### src/rtl/param_scheduler.sv
// Parameter-slot scheduler: responds to the top-level controller state, scans a pending
// bitmap round-robin during GET_PARAM and retires converged slots in WRITE_BACK.
module param_scheduler #(
   parameter int N_PARAM  = 16,
   parameter int IDX_W    = 4,
   parameter int ITER_W   = 16,
   parameter int MAX_ITER = 1000
) (
   input  logic               clk,
   input  logic               rst_n,
   input  logic [2:0]         state,
   input  logic [N_PARAM-1:0] valid_mask,
   input  logic               ex_converged,
   output logic               is_find,
   output logic               is_finish,
   output logic [IDX_W-1:0]   param_idx,
   output logic [ITER_W-1:0]  iter_cnt,
   output logic [N_PARAM-1:0] pending
);

   localparam logic [2:0] ST_IDLE       = 3'b000;
   localparam logic [2:0] ST_GET_PARAM  = 3'b001;
   localparam logic [2:0] ST_GET_DATA   = 3'b010;
   localparam logic [2:0] ST_EX         = 3'b011;
   localparam logic [2:0] ST_WRITE_BACK = 3'b100;

   logic [N_PARAM-1:0] r_pending, w_pending;
   logic [IDX_W-1:0]   r_ptr,     w_ptr;
   logic [IDX_W-1:0]   r_idx,     w_idx;
   logic [ITER_W-1:0]  r_iter,    w_iter;
   logic               r_find,    w_find;
   logic               r_finish,  w_finish;

   logic [IDX_W-1:0]   w_ptr_inc;
   logic               w_wrap;
   logic [ITER_W-1:0]  w_iter_inc;
   logic               w_cap_hit;

   assign w_ptr_inc  = r_ptr + IDX_W'(1);
   assign w_wrap     = (r_ptr == IDX_W'(N_PARAM - 1));
   assign w_iter_inc = (r_iter == '1) ? r_iter : r_iter + ITER_W'(1);
   // Widened compare so a saturated counter can never alias onto MAX_ITER.
   assign w_cap_hit  = (({1'b0, r_iter} + (ITER_W+1)'(1)) == (ITER_W+1)'(MAX_ITER));

   always_comb begin
      w_pending = r_pending;
      w_ptr     = r_ptr;
      w_idx     = r_idx;
      w_iter    = r_iter;
      w_find    = r_find;
      w_finish  = r_finish;
      case (state)
         ST_IDLE: begin
            w_pending = valid_mask;
            w_ptr     = '0;
            w_iter    = '0;
            w_find    = 1'b0;
            w_finish  = 1'b0;
         end
         ST_GET_PARAM: begin
            // A found slot is held while the controller is still one cycle behind.
            if (!r_find) begin
               if (r_pending == '0) begin
                  w_finish = 1'b1;
               end else begin
                  if (r_pending[r_ptr]) begin
                     w_find = 1'b1;
                     w_idx  = r_ptr;
                  end
                  w_ptr = w_ptr_inc;
                  if (w_wrap) begin
                     w_iter = w_iter_inc;
                     if (w_cap_hit) w_finish = 1'b1;
                  end
               end
            end
         end
         ST_GET_DATA, ST_EX: begin
            w_find = 1'b0;
         end
         ST_WRITE_BACK: begin
            if (ex_converged) w_pending[r_idx] = 1'b0;
            w_find = 1'b0;
         end
         default: begin
         end
      endcase
   end

   always_ff @(posedge clk or negedge rst_n) begin
      if (!rst_n) begin
         r_pending <= '0;
         r_ptr     <= '0;
         r_idx     <= '0;
         r_iter    <= '0;
         r_find    <= 1'b0;
         r_finish  <= 1'b0;
      end else begin
         r_pending <= w_pending;
         r_ptr     <= w_ptr;
         r_idx     <= w_idx;
         r_iter    <= w_iter;
         r_find    <= w_find;
         r_finish  <= w_finish;
      end
   end

   assign is_find   = r_find;
   assign is_finish = r_finish;
   assign param_idx = r_idx;
   assign iter_cnt  = r_iter;
   assign pending   = r_pending;

endmodule

### config.mk
export PLATFORM = sky130hd
export DESIGN_NAME = param_scheduler
export DESIGN_NICKNAME = d
export VERILOG_FILES = /design/src/rtl/param_scheduler.sv
export SDC_FILE = /design/constraint.sdc
export NUM_CORES = 1
export LEC_CHECK = 0
export CAP_MARGIN = 25
export CORE_UTILIZATION = 25
export DETAILED_ROUTE_END_ITERATION = 16
export REMOVE_ABC_BUFFERS = 1
export SKIP_LAST_GASP = 1
export SYNTH_ARGS = -nofsm -noshare
export SYNTH_HDL_FRONTEND = slang
export SYNTH_SLANG_ARGS = --single-unit
### constraint.sdc
create_clock -name clk -period 2.6 [get_ports clk]
set_input_delay 0.52 -clock clk [delete_from_list [all_inputs] [get_ports clk]]
set_output_delay 0.52 -clock clk [all_outputs]
set_load 0.02 [all_outputs]
; ---- Word level (Yosys, flattened, before mapping)
; Cells that the tools add are included.
[classes]
addsub = 3
order_cmp = 3
n_eq_ne = 14
mux = 23
bitwise_logic = 4
reduce_logical = 12
[ops]
columns = cell, n
row1 = $mux W16, 5
row2 = $pmux W16 S2, 2
row3 = $add A16 B1 Y17 const B, 1
row4 = $eq A17 B10 Y1 const B, 1
row5 = $add A16 B1 Y16 const B, 1
row6 = $and A16 B16 Y16, 1
row7 = $eq A16 B16 Y1 const B, 1
row8 = $logic_not A16 Y1, 1
row9 = $not A16 Y16, 1
row10 = $lt A4 B5 Y1 const B, 2
row11 = $ne A2 B2 Y1 const B, 5
row12 = $mux W1, 9
row13 = $mux W4, 2
row14 = $pmux W4 S2, 1
row15 = $reduce_and A4 Y1, 2
row16 = $eq A3 B2 Y1 const B, 2
row17 = $ne A3 B3 Y1 const B, 2
row18 = $reduce_bool A2 Y1, 3
row19 = $reduce_and A5 Y1, 1
row20 = $add A4 B1 Y4 const B, 1
row21 = $bmux W1 S4, 1
row22 = $demux W1 S4, 1
row23 = $eq A4 B4 Y1 const B, 1
row24 = $ge A4 B1 Y1 const B, 1
row25 = 9 further kinds, 11
[totals]
regBits = 42
inputBits = 22
out_inout_bits = 38
wordCells = 65

; ---- Longest topological paths before layout
; Gate-level depths: netlist of run 1.
[logic_depth]
depth_word = 8
ltp_mapped = 8
depth_no_buf = 6

; ---- Least setup slack after synthesis of run 1
; No wires, ideal clock.
[synth_timing]
path_type = reg2reg
startpoint = reg r_iter[0], in the netlist iter_cnt[0]
endpoint = reg r_iter[0], in the netlist iter_cnt[0]
setup_time_ns = 0.125
arrival_ns = 2.280
required_ns = 2.475
path_slack_ns = 0.196
path_stages_with_launch = 8
n_path_buf = 2
period_less_slack_ns = 2.404
cell_sequence = dfrtp_1 > ha_1 > nand3_1 > or4_1 > and3_1 > buf_2 > buf_6 > mux2_2
[synth_between]
elab_chain_len = 6
elab_cells_between_ends = 9
classes_between = add/sub (1) / eq/ne (2) / mux (5) / reduce/logical (1)
[synth_lines]
columns = item, line
row1 = "start, declared", 30  ; logic [ITER_W-1:0] r_iter, w_iter;
row2 = "start signal, assigned", 102  ; r_iter <= w_iter;
row3 = $add A16 B1 Y16, 41  ; assign w_iter_inc = (r_iter == '1) ? r_iter : r_iter + ITER_W'(1);
row4 = $mux W16, 41
row5 = $mux W16, 71  ; if (w_wrap) begin
row6 = $mux W16, 63  ; if (r_pending == '0) begin
row7 = $mux W16, 62  ; if (!r_find) begin
row8 = $pmux W16 S2, 52  ; case (state)
; Several ways; a longest one is shown, not always the timed one. The select of a mux whose other input is x is not followed.
; A chain may end at the register's enable or synchronous reset.

; ---- Final worst setup path of run 1
[layout_timing]
startpoint = reg r_iter[9], in the netlist iter_cnt[9]
endpoint = reg r_iter[8], in the netlist iter_cnt[8]
[layout_between]
elab_chain_len = 3
[layout_lines]
columns = item, line
row1 = $eq A16 B16 Y1, 41
row2 = $ne A2 B2 Y1 (no source line), --
row3 = $reduce_and A5 Y1 (no source line), --
; Every way passes these cells.

==> impl_results.md, run 1 <==
* Status: finished, final reports clean
* NetSw at approximately 590 µW
* RePlAce Congestion at 0.771
* Worst-Skew Late Latency at 0.31 ns
* Fill count at 1000
* IO Pins at 60
* Crit path cell chain: nand4_1 > or4_1 > and3_1 > buf_4 > a21o_1 > a22o_1
* Layout cells sized above 1 at 15.1%
* Synth area leaders: dfrtp_1, a22o_1, nand2_1
* Distinct cells, synth at 43
* Die height at 102 µm
* Multi-input logic area at 1350 µm²
* Critical path depth at 6
* Fin cells at 465
* Mapped Cells at 260
* Htree depth at 2
* Post-synth ARST share at 100%
* CP Launch Point: iter_cnt[9]
* Cell with the most instances after synthesis: dfrtp_1
* WL/cell at 15.2 µm
* Critical Path End: iter_cnt[8]
* Worst-path clk slew at 0.09 ns
* First-pass GRT wire length at 11.7 mm
* Combinational share of power at 28.4%
* Worst hold slack at between 0.15 and 0.2 ns
* Synthesis-to-finish area growth at 37.0%
* Internal power at 1220 µW
* Post-route ant nets at 0
* Via Count at 2335
* Pwr/cell area at 525 nW/µm²
* CTS root buffer: clkbuf_8
* Critical Path Fanout Max at 19
* CTS tree: done
* DRC violations left at 0
* Clock power frac at 25.4%
* Postcts setup bufs at 0
* Overflow after GRT at 0
* Total wire length at 7.05 mm
* CTS Buffer Depth at 2
* Critical-path top delay cell: or4_1
* Sw Ratio at 32.7%
* Final nets at 356
* Prevailing post-synth register cell: dfrtp_1
* Setup CP Type: register to register
* Crit path time final at 2.38 ns
* CP endpoint kind: register
* Total GRT Usage at 14.7%
* RR Startpoint: iter_cnt[9]
* Core box area at ~10000 µm²
* Port Buffers at 59
* Clock buffer count from CTS at 5
* Relative slew slack at 66.0%
* Critical path buffers and inverters at 1
* Placed Cells at 457
* Synthesized area at 2520 µm²
* Worst-margin pin slew at 0.510 ns
* Final setup fails at 0
* Flop pwr share at 46.2%
* Crit Reg-Reg Endpoint: iter_cnt[8]
* Final setup margin at between 0.2 and 0.25 ns
* Initial Utilization at 25.7%
* Post-CTS Resized at 0
* Critical Path AT at 2.58 ns
* Critical Path RT at 2.80 ns
* Post-DP HPWL at ~5.2 mm
* Post-Syn Area per Cell at slightly below 10 µm²
* Rows at 36
* Vias per cell at 5.02
* Clock skew at 0.00800 ns
* Initial antenna violation count at 0
* Die Area at 10500 µm²
* VDD IR-drop max at 276 µV
* Leakage at 0.00142 µW
* Yosys reg bits at between 40 and 50
* Slew Limit Fails at 0
* ANT cells at 0
* Clock sinks at 42
* Final Hold Vio Count at 0
* Synth top area share at roughly two fifths
* Final worst path period share at about nine tenths
* Post-synth top area cell: dfrtp_1
* R2R Setup Slk at 0.22 ns
* Unrepaired setup endpoints after global routing: false
* Dpl ws at -0.0487 ns
* Sequential area share after synthesis at a little over two fifths
* Hold_buf cts at 0
* Iteration-0 DRC Markers at 85
* Yosys warning total at 0
* Achievable Freq at 0.420 GHz
* Vias in the first global route at 2249
* Startpoint Class: register
* Worst hold path type: primary input to asynchronous set/reset pin
* Worst R2R Path Depth at 6
* DRT Pass-1 Iters at 4
* Most common library cells after synthesis: dfrtp_1, nand2_1, o21ai_0, a22o_1, nand3_1
* Crit-path max cell delay at 0.63 ns
* Die width at 102 µm
* Kind of cell adding the most delay to the critical path: simple AND/OR/NAND/NOR gates
* Max-cap viol count at 0
* Number of synthesized flops with an enable pin at 0
* FF/Latch Area at 1050 µm²
* Largest net degree at the start of global routing at 23
==> metrics by stage <==
step | util [%] | TNS (ns) | instance area, µm² | power [µW]
global route | 35.3 | 0 | 3450 | 1910
global placement | 34.3 | 0 | 3350 | 1350
CTS | 35.3 | 0 | 3450 | 1830
detailed placement | 34.3 | -0.0487 | 3350 | 1360
finish | 35.3 | 0 | 3450 | 1810
floorplan | - | -0.0257 | 2420 | 1090
==> sequential cells by signal, summed over array words and instances, names as in the netlist <==
name       count
is_finish      1
r_ptr          4
pending       16
param_idx      4
iter_cnt      16
is_find        1
==> worst min-delay path by stage <==
stage	to	slack (ns)	from
after floorplan	is_find	0.22	rst_n
after global placement	pending[14]	0.52	rst_n
after detailed placement	pending[14]	0.52	rst_n
after CTS	pending[11]	0.18	rst_n
after global routing	pending[8]	0.20	rst_n
final	pending[14]	0.17	rst_n
==> cells in the final DEF, fill, tap and decap left out, types with 2 or more instances in the layout <==
cell	n
a21o_1	3
a21oi_1	9
a22o_1	20
a31oi_1	5
and2_1	2
and3_1	3
and4_1	4
buf_4	23
clkbuf_8	6
clkdlybuf4s50_1	58
dfrtp_1	42
ha_1	3
inv_1	6
mux2_2	7
mux2i_1	7
mux4_2	5
nand2_1	33
nand2b_1	2
nand3_1	16
nand3b_1	3
nand4_1	7
nor2_1	7
nor3_1	5
nor3b_1	2
nor4_1	5
nor4b_1	2
o21ai_0	23
xnor2_1	4
xor2_1	4
==> power groups by stage <==
stage / clock, µW / sequential, µW / combinational (µW)
4_1_cts: 479 / 836 / 515
3_3_place_gp: 0 / 848 / 505
2_1_floorplan: 0 / 895 / 195
5_1_grt: 503 / 855 / 551
6_report: 460 / 836 / 515
3_5_place_dp: 0 / 847 / 513
==> routing by layer <==
layer | wire length [µm] | share of wire, % | GRT usage, % | vias to the layer above
met5 | 0 | 0 | 0 | -
met4 | 102 | 1.4 | 4.95 | 0
met3 | 307 | 4.4 | 2.67 | 8
met2 | 3330 | 47 | 22.8 | 60
met1 | 3310 | 47 | 20.4 | 1152
li1 | - | - | - | 1115
==> layout make-up <==
cell class | instances | share of cell area, %
Clock buffer | 6 | 2.40
Timing Repair Buffer | 82 | 22.0
Inverter | 6 | 0.653
Tap cell | 133 | 4.83
Multi-Input combinational cell | 194 | 39.3
Clock inverter | 2 | 0.363
Sequential cell | 42 | 30.5
==> logic make-up (layout without fill, tap and decap cells) <==
family	after synthesis	count (layout)	synth area share (%)
AND/OR/NAND/NOR	98	98	21.1
multiplexers	19	19	10.4
buffers and inverters	24	96	4.62
AO/OA/AOI/OAI	66	66	17.8
flip-flops	42	42	41.8
adder cells (fa/ha/maj)	3	3	1.49
XOR/XNOR	8	8	2.78
No activity file was read; power rests on OpenSTA's default activity.
==> run 2, diff against run 1 <==
--- a/config.mk
+++ b/config.mk
@@ -5,9 +5,11 @@
 export SDC_FILE = /design/constraint.sdc
 export NUM_CORES = 1
 export LEC_CHECK = 0
+export ABC_AREA = 1
 export CAP_MARGIN = 25
 export CORE_UTILIZATION = 25
 export DETAILED_ROUTE_END_ITERATION = 16
+export PLACE_DENSITY_LB_ADDON = 0.05
 export REMOVE_ABC_BUFFERS = 1
 export SKIP_LAST_GASP = 1
 export SYNTH_ARGS = -nofsm -noshare
==> impl_results.md, run 2 <==
* WL/cell at roughly 14 µm
* Vias in the first global route at approximately 2600
* Port Buffers at 59
* Worst hold path type: primary input to asynchronous set/reset pin
* Setup TNS Final at 0 ns
* Yosys warning total at 0
* DP Area at ~3400 µm²
* Max-cap viol count at 0
* Synth area leaders: dfrtp_1, nand2_1, nand3_1
* CTS root buffer: clkbuf_8
* Critical-path top delay cell: dfrtp_1
* Worst-Skew Late Latency at about 0.29 ns
* Leakage at 0.00145 µW
* Die Area at 11000 µm²
* Prevailing post-synth register cell: dfrtp_1
* Fin cells at 568
* CTS tree: done
* VDD IR-drop max at roughly 230 µV
* Final Cell Area at 3480 µm²
* Total wire length at between 8 and 9 mm
* Most common library cells after synthesis: nand2_1, inv_1, dfrtp_1, nand3_1, o21ai_0
* Final Hold Vio Count at 0
* Unrepaired setup endpoints after global routing: false
* Final Util at between 30 and 40%
* Leading cell type in the layout, fill and taps excluded: nand2_1
* Worst-margin pin slew at between 0.3 and 0.4 ns
* Kind of cell adding the most delay to the critical path: simple AND/OR/NAND/NOR gates
* Yosys reg bits at 42
* Vias per cell at 4.53
* Slew Limit Fails at 0
* Pwr/cell area at 538 nW/µm²
* Via Count at 2573
* Iteration-0 DRC Markers at 89
* DRT Pass-1 Iters at 6
* Post-DP HPWL at 6.42 mm
* Critical Path RT at 2.83 ns
* Initial antenna violation count at 0
* Relative slew slack at 73.9%
* Distinct cells, synth at 31
* Synthesized area at between 2000 and 3000 µm²
* Clock buffer count from CTS at 5
* Number of synthesized flops with an enable pin at 0
* Critical Path Fanout Max at 7
* Final worst path period share at just under 80%
* Total GRT Usage at between 15 and 20%
* Achievable Freq at slightly below 0.5 GHz
* Die height at 105 µm
* First-pass GRT wire length at approximately 14 mm
* Synthesis-to-finish area growth at 31.4%
* Crit path cell chain: ha_1 > nand3_1 > nor2_1 > nand3_1 > nand2_1 > nand2_1 > inv_2 > nand2_1 > nor2_2 > nand3_1 > nand2_1 > nand2_1 > a21oi_2
* IO Pins at 60
* Htree depth at 2
* Final setup fails at 0
* Postcts setup bufs at 0
* Worst-path clk slew at 0.08 ns
* Overflow after GRT at 0
* Core box area at 10300 µm²
* Crit-path max cell delay at 0.48 ns
* Most used cell along the critical path: nand2_1
* RePlAce Congestion at 0.779
* Layout cells sized above 1 at roughly a tenth
* Post-route ant nets at 0
* CP endpoint kind: register
* Placed Cells at approximately 560
* Startpoint Class: register
* Initial Utilization at 25.7%
* Critical path buffers and inverters at 1
* Most frequent cells in the layout: nand2_1, clkdlybuf4s50_1, inv_1
* Sequential area share after synthesis at 39.6%
* ANT cells at 0
* CTS Buffer Depth at 2
* Crit path time final at 2.06 ns
* Die width at 105 µm
* Cell with the most instances after synthesis: nand2_1
* Setup CP Type: register to register
* Largest net degree at the start of global routing at 28
* DRC violations left at 0
* Post-CTS Resized at 0
* Mapped Cells at 368
* Fill count at 1127
* Final nets at 458
* Post-synth ARST share at 100%
* Worst hold slack at 0.116 ns
* Rows at 37
* Critical Path AT at 2.28 ns
* Hold_buf cts at 0
* Clock sinks at 42
* Synth top area share at between 30% and 40%
* Status: finished, final reports clean
* Post-Syn Area per Cell at 7.21 µm²
* Post-synth top area cell: dfrtp_1
* Clock skew at between 0.004 and 0.005 ns
run 2: cell count changes in the layout (fill, tap and decap cells not counted), sizes merged, moves of 19 or more:
| cell | change |
|---|---|
| inv | +42 |
| nor2 | +29 |
| nand3 | +25 |
| a21oi | +19 |
| nand2 | +63 |
| o21ai | +21 |
| a22o | -20 |
run 2: layout make-up:
cell class | instances | area, µm² | share of cell area [%]
flip-flops and latches | 42 | 1050 | 30.2
clock buffers | 6 | 82.6 | 2.37
repair buffers | 67 | 646 | 18.5
inverters | 48 | 183 | 5.24
well taps | 136 | 170 | 4.88
multi-input cells | 269 | 1350 | 38.8
run 2: power by group:
group          switching [µW]  total, µW  internal (µW)
combinational             339        585            246
clock                     230        435            206
sequential                122        855            733
total                     690       1880           1180
run 2: cells by family (layout without fill, tap and decap cells):
family	count (synthesis)	count (layout)	synth area share, %
buffers and inverters	57	121	9.39
AND/OR/NAND/NOR	185	185	33.0
XOR/XNOR	4	4	1.32
AO/OA/AOI/OAI	77	77	15.3
adder cells (fa/ha/maj)	3	3	1.42
flip-flops	42	42	39.6
run 2: layer usage:
layer | routed length [µm] | GRT usage (%)
met5 | 0 | 0
met1 | 3860 | 20.6
met4 | 78 | 4.33
met2 | 4020 | 26.9
met3 | 277 | 2.68
run 2: final timing paths:
kind,startpoint,to,slack (ns),cells past startpoint
max,iter_cnt[0],is_finish,0.54,13
min in group clk,pending[11],pending[11],0.59,2
max reg2reg,iter_cnt[0],is_finish,0.54,13
max in group asynchronous,rst_n,pending[13],1.92,2
min,rst_n,iter_cnt[0],0.12,1
min reg2reg,pending[11],pending[11],0.59,2
run 2: through the flow:
step                setup slack [ns]  total power (µW)
floorplan                      0.344              1140
CTS                            0.463              1910
detailed placement             0.350              1460
finish                         0.543              1880
global placement               0.379              1470
global route                   0.247              2010
==> run 3, diff against run 2 <==
==> constraint.sdc (replaced) <==
create_clock -name clk -period 2.07 [get_ports clk]
set_input_delay 0.414 -clock clk [delete_from_list [all_inputs] [get_ports clk]]
set_output_delay 0.414 -clock clk [all_outputs]
set_load 0.02 [all_outputs]
==> impl_results.md, run 3 (synthesis gave the netlist of run 2 again) <==
* Htree depth at 2
* Core box area at 10300 µm²
* CTS tree: done
* Vias per cell at 4.54
* R2R Setup Slk at roughly 0.23 ns
* Max-cap viol count at 0
* Final nets at 470
* Worst-Skew Late Latency at 0.30 ns
* WL/cell at 14.5 µm
* CP endpoint kind: output port
* VDD IR-drop max at 342 µV
* Status: finished, final reports clean
* Port Buffers at slightly below 60
* Slew Limit Fails at 0
* DRC violations left at 0
* Total wire length at 8.42 mm
* Dpl ws at -0.0171 ns
* Vias in the first global route at 2789
* Iteration-0 DRC Markers at 98
* Post-DP HPWL at 6.43 mm
* Pwr/cell area at between 600 and 700 nW/µm²
* RR Startpoint: pending[14]
* Startpoint Class: register
* Relative slew slack at 61.2%
* Setup CP Type: register to output port
* Worst R2R Path Depth at 9
* Critical Path AT at around 1.5 ns
* Initial antenna violation count at 0
* Die Area at 11000 µm²
* Crit path time final at 1.91 ns
* Initial Utilization at 25.7%
* RePlAce Congestion at 0.784
* Critical-path top delay cell: clkdlybuf4s50_1
* Critical Path Fanout Max at 7
* Via Count at 2636
* Setup TNS Final at 0 ns
* CTS root buffer: clkbuf_8
* ANT cells at 0
* Worst-margin pin slew at about 0.58 ns
* Final Hold Vio Count at 0
* Layout cells sized above 1 at roughly an eighth
* Clock buffer count from CTS at 5
* Largest net degree at the start of global routing at 43
* Final setup margin at 0.157 ns
* Rows at 37
* Most frequent cells in the layout: nand2_1, clkdlybuf4s50_1, inv_1
* Leading cell type in the layout, fill and taps excluded: nand2_1
* Leakage at 0.00148 µW
* Postcts setup bufs at 0
* Crit Reg-Reg Endpoint: r_ptr[0]
* Worst-path clk slew at 0.09 ns
* Crit-path max cell delay at 0.67 ns
* Crit path cell chain: clkdlybuf4s50_1
* DRT Pass-1 Iters at 4
* Synthesis-to-finish area growth at 35.5%
* IO Pins at 60
* First-pass GRT wire length at between 10 and 15 mm
* CTS Buffer Depth at 2
* Hold_buf cts at 0
* Final worst path period share at 92.4%
* Critical Path RT at 1.66 ns
* Total GRT Usage at 16.6%
* Unrepaired setup endpoints after global routing: false
* Critical path depth at 1
* Achievable Freq at approximately 0.52 GHz
* Clock skew at 0.0121 ns
* Die height at 105 µm
* Critical path buffers and inverters at 1
* Worst hold path type: primary input to asynchronous set/reset pin
* Clock sinks at 42
* Die width at 105 µm
* Overflow after GRT at 0
* Post-CTS Resized at 0
* Kind of cell adding the most delay to the critical path: buffers and inverters
* Post-route ant nets at 0
* Final setup fails at 0
run 3: metrics by stage:
stage / hold slack, ns / total power (µW) / instance area, µm² / util [%] / cells
after floorplan: 0.118 / 1430 / 2590 / - / 359
after global placement: 0.545 / 1870 / 3490 / 33.8 / 574
after detailed placement: 0.549 / 1860 / 3490 / 33.8 / 574
after global routing: 0.268 / 2520 / 3590 / 34.8 / 581
final: 0.191 / 2370 / 3590 / 34.8 / 581
after CTS: 0.221 / 2400 / 3570 / 34.6 / 581
run 3: routing by layer:
metal / wire (µm) / vias to the layer above / GRT usage (%)
li1: - / 1358 / -
met1: 3740 / 1210 / 20.2
met2: 4290 / 58 / 29.8
met3: 247 / 10 / 2.93
met4: 143 / 0 / 4.83
met5: 0 / - / 0
run 3: worst max path at each step:
stage,from,end,slack (ns)
5_1_grt,iter_cnt[2],is_finish,0.002
2_1_floorplan,state[1],iter_cnt[10],-0.08
4_1_cts,iter_cnt[0],is_finish,0.12
6_report,iter_cnt[6],iter_cnt[6],0.16
3_5_place_dp,state[1],iter_cnt[8],-0.02
3_3_place_gp,state[1],iter_cnt[10],0.0008
run 3: cell type report:
cell class	instances	area [µm²]
inverter	48	183
multi-input combinational	269	1380
sequential	42	1050
clock buffer	7	76.3
tap	136	170
fill	1142	6730
timing repair buffer	79	736
run 3: power breakdown:
group / leakage, µW / total, µW / internal, µW / switching, µW
Sequential: 0.000553 / 1070 / 922 / 144
Clock: 0.0000383 / 527 / 233 / 293
Combinational: 0.000892 / 779 / 331 / 447
Total: 0.00148 / 2370 / 1490 / 885
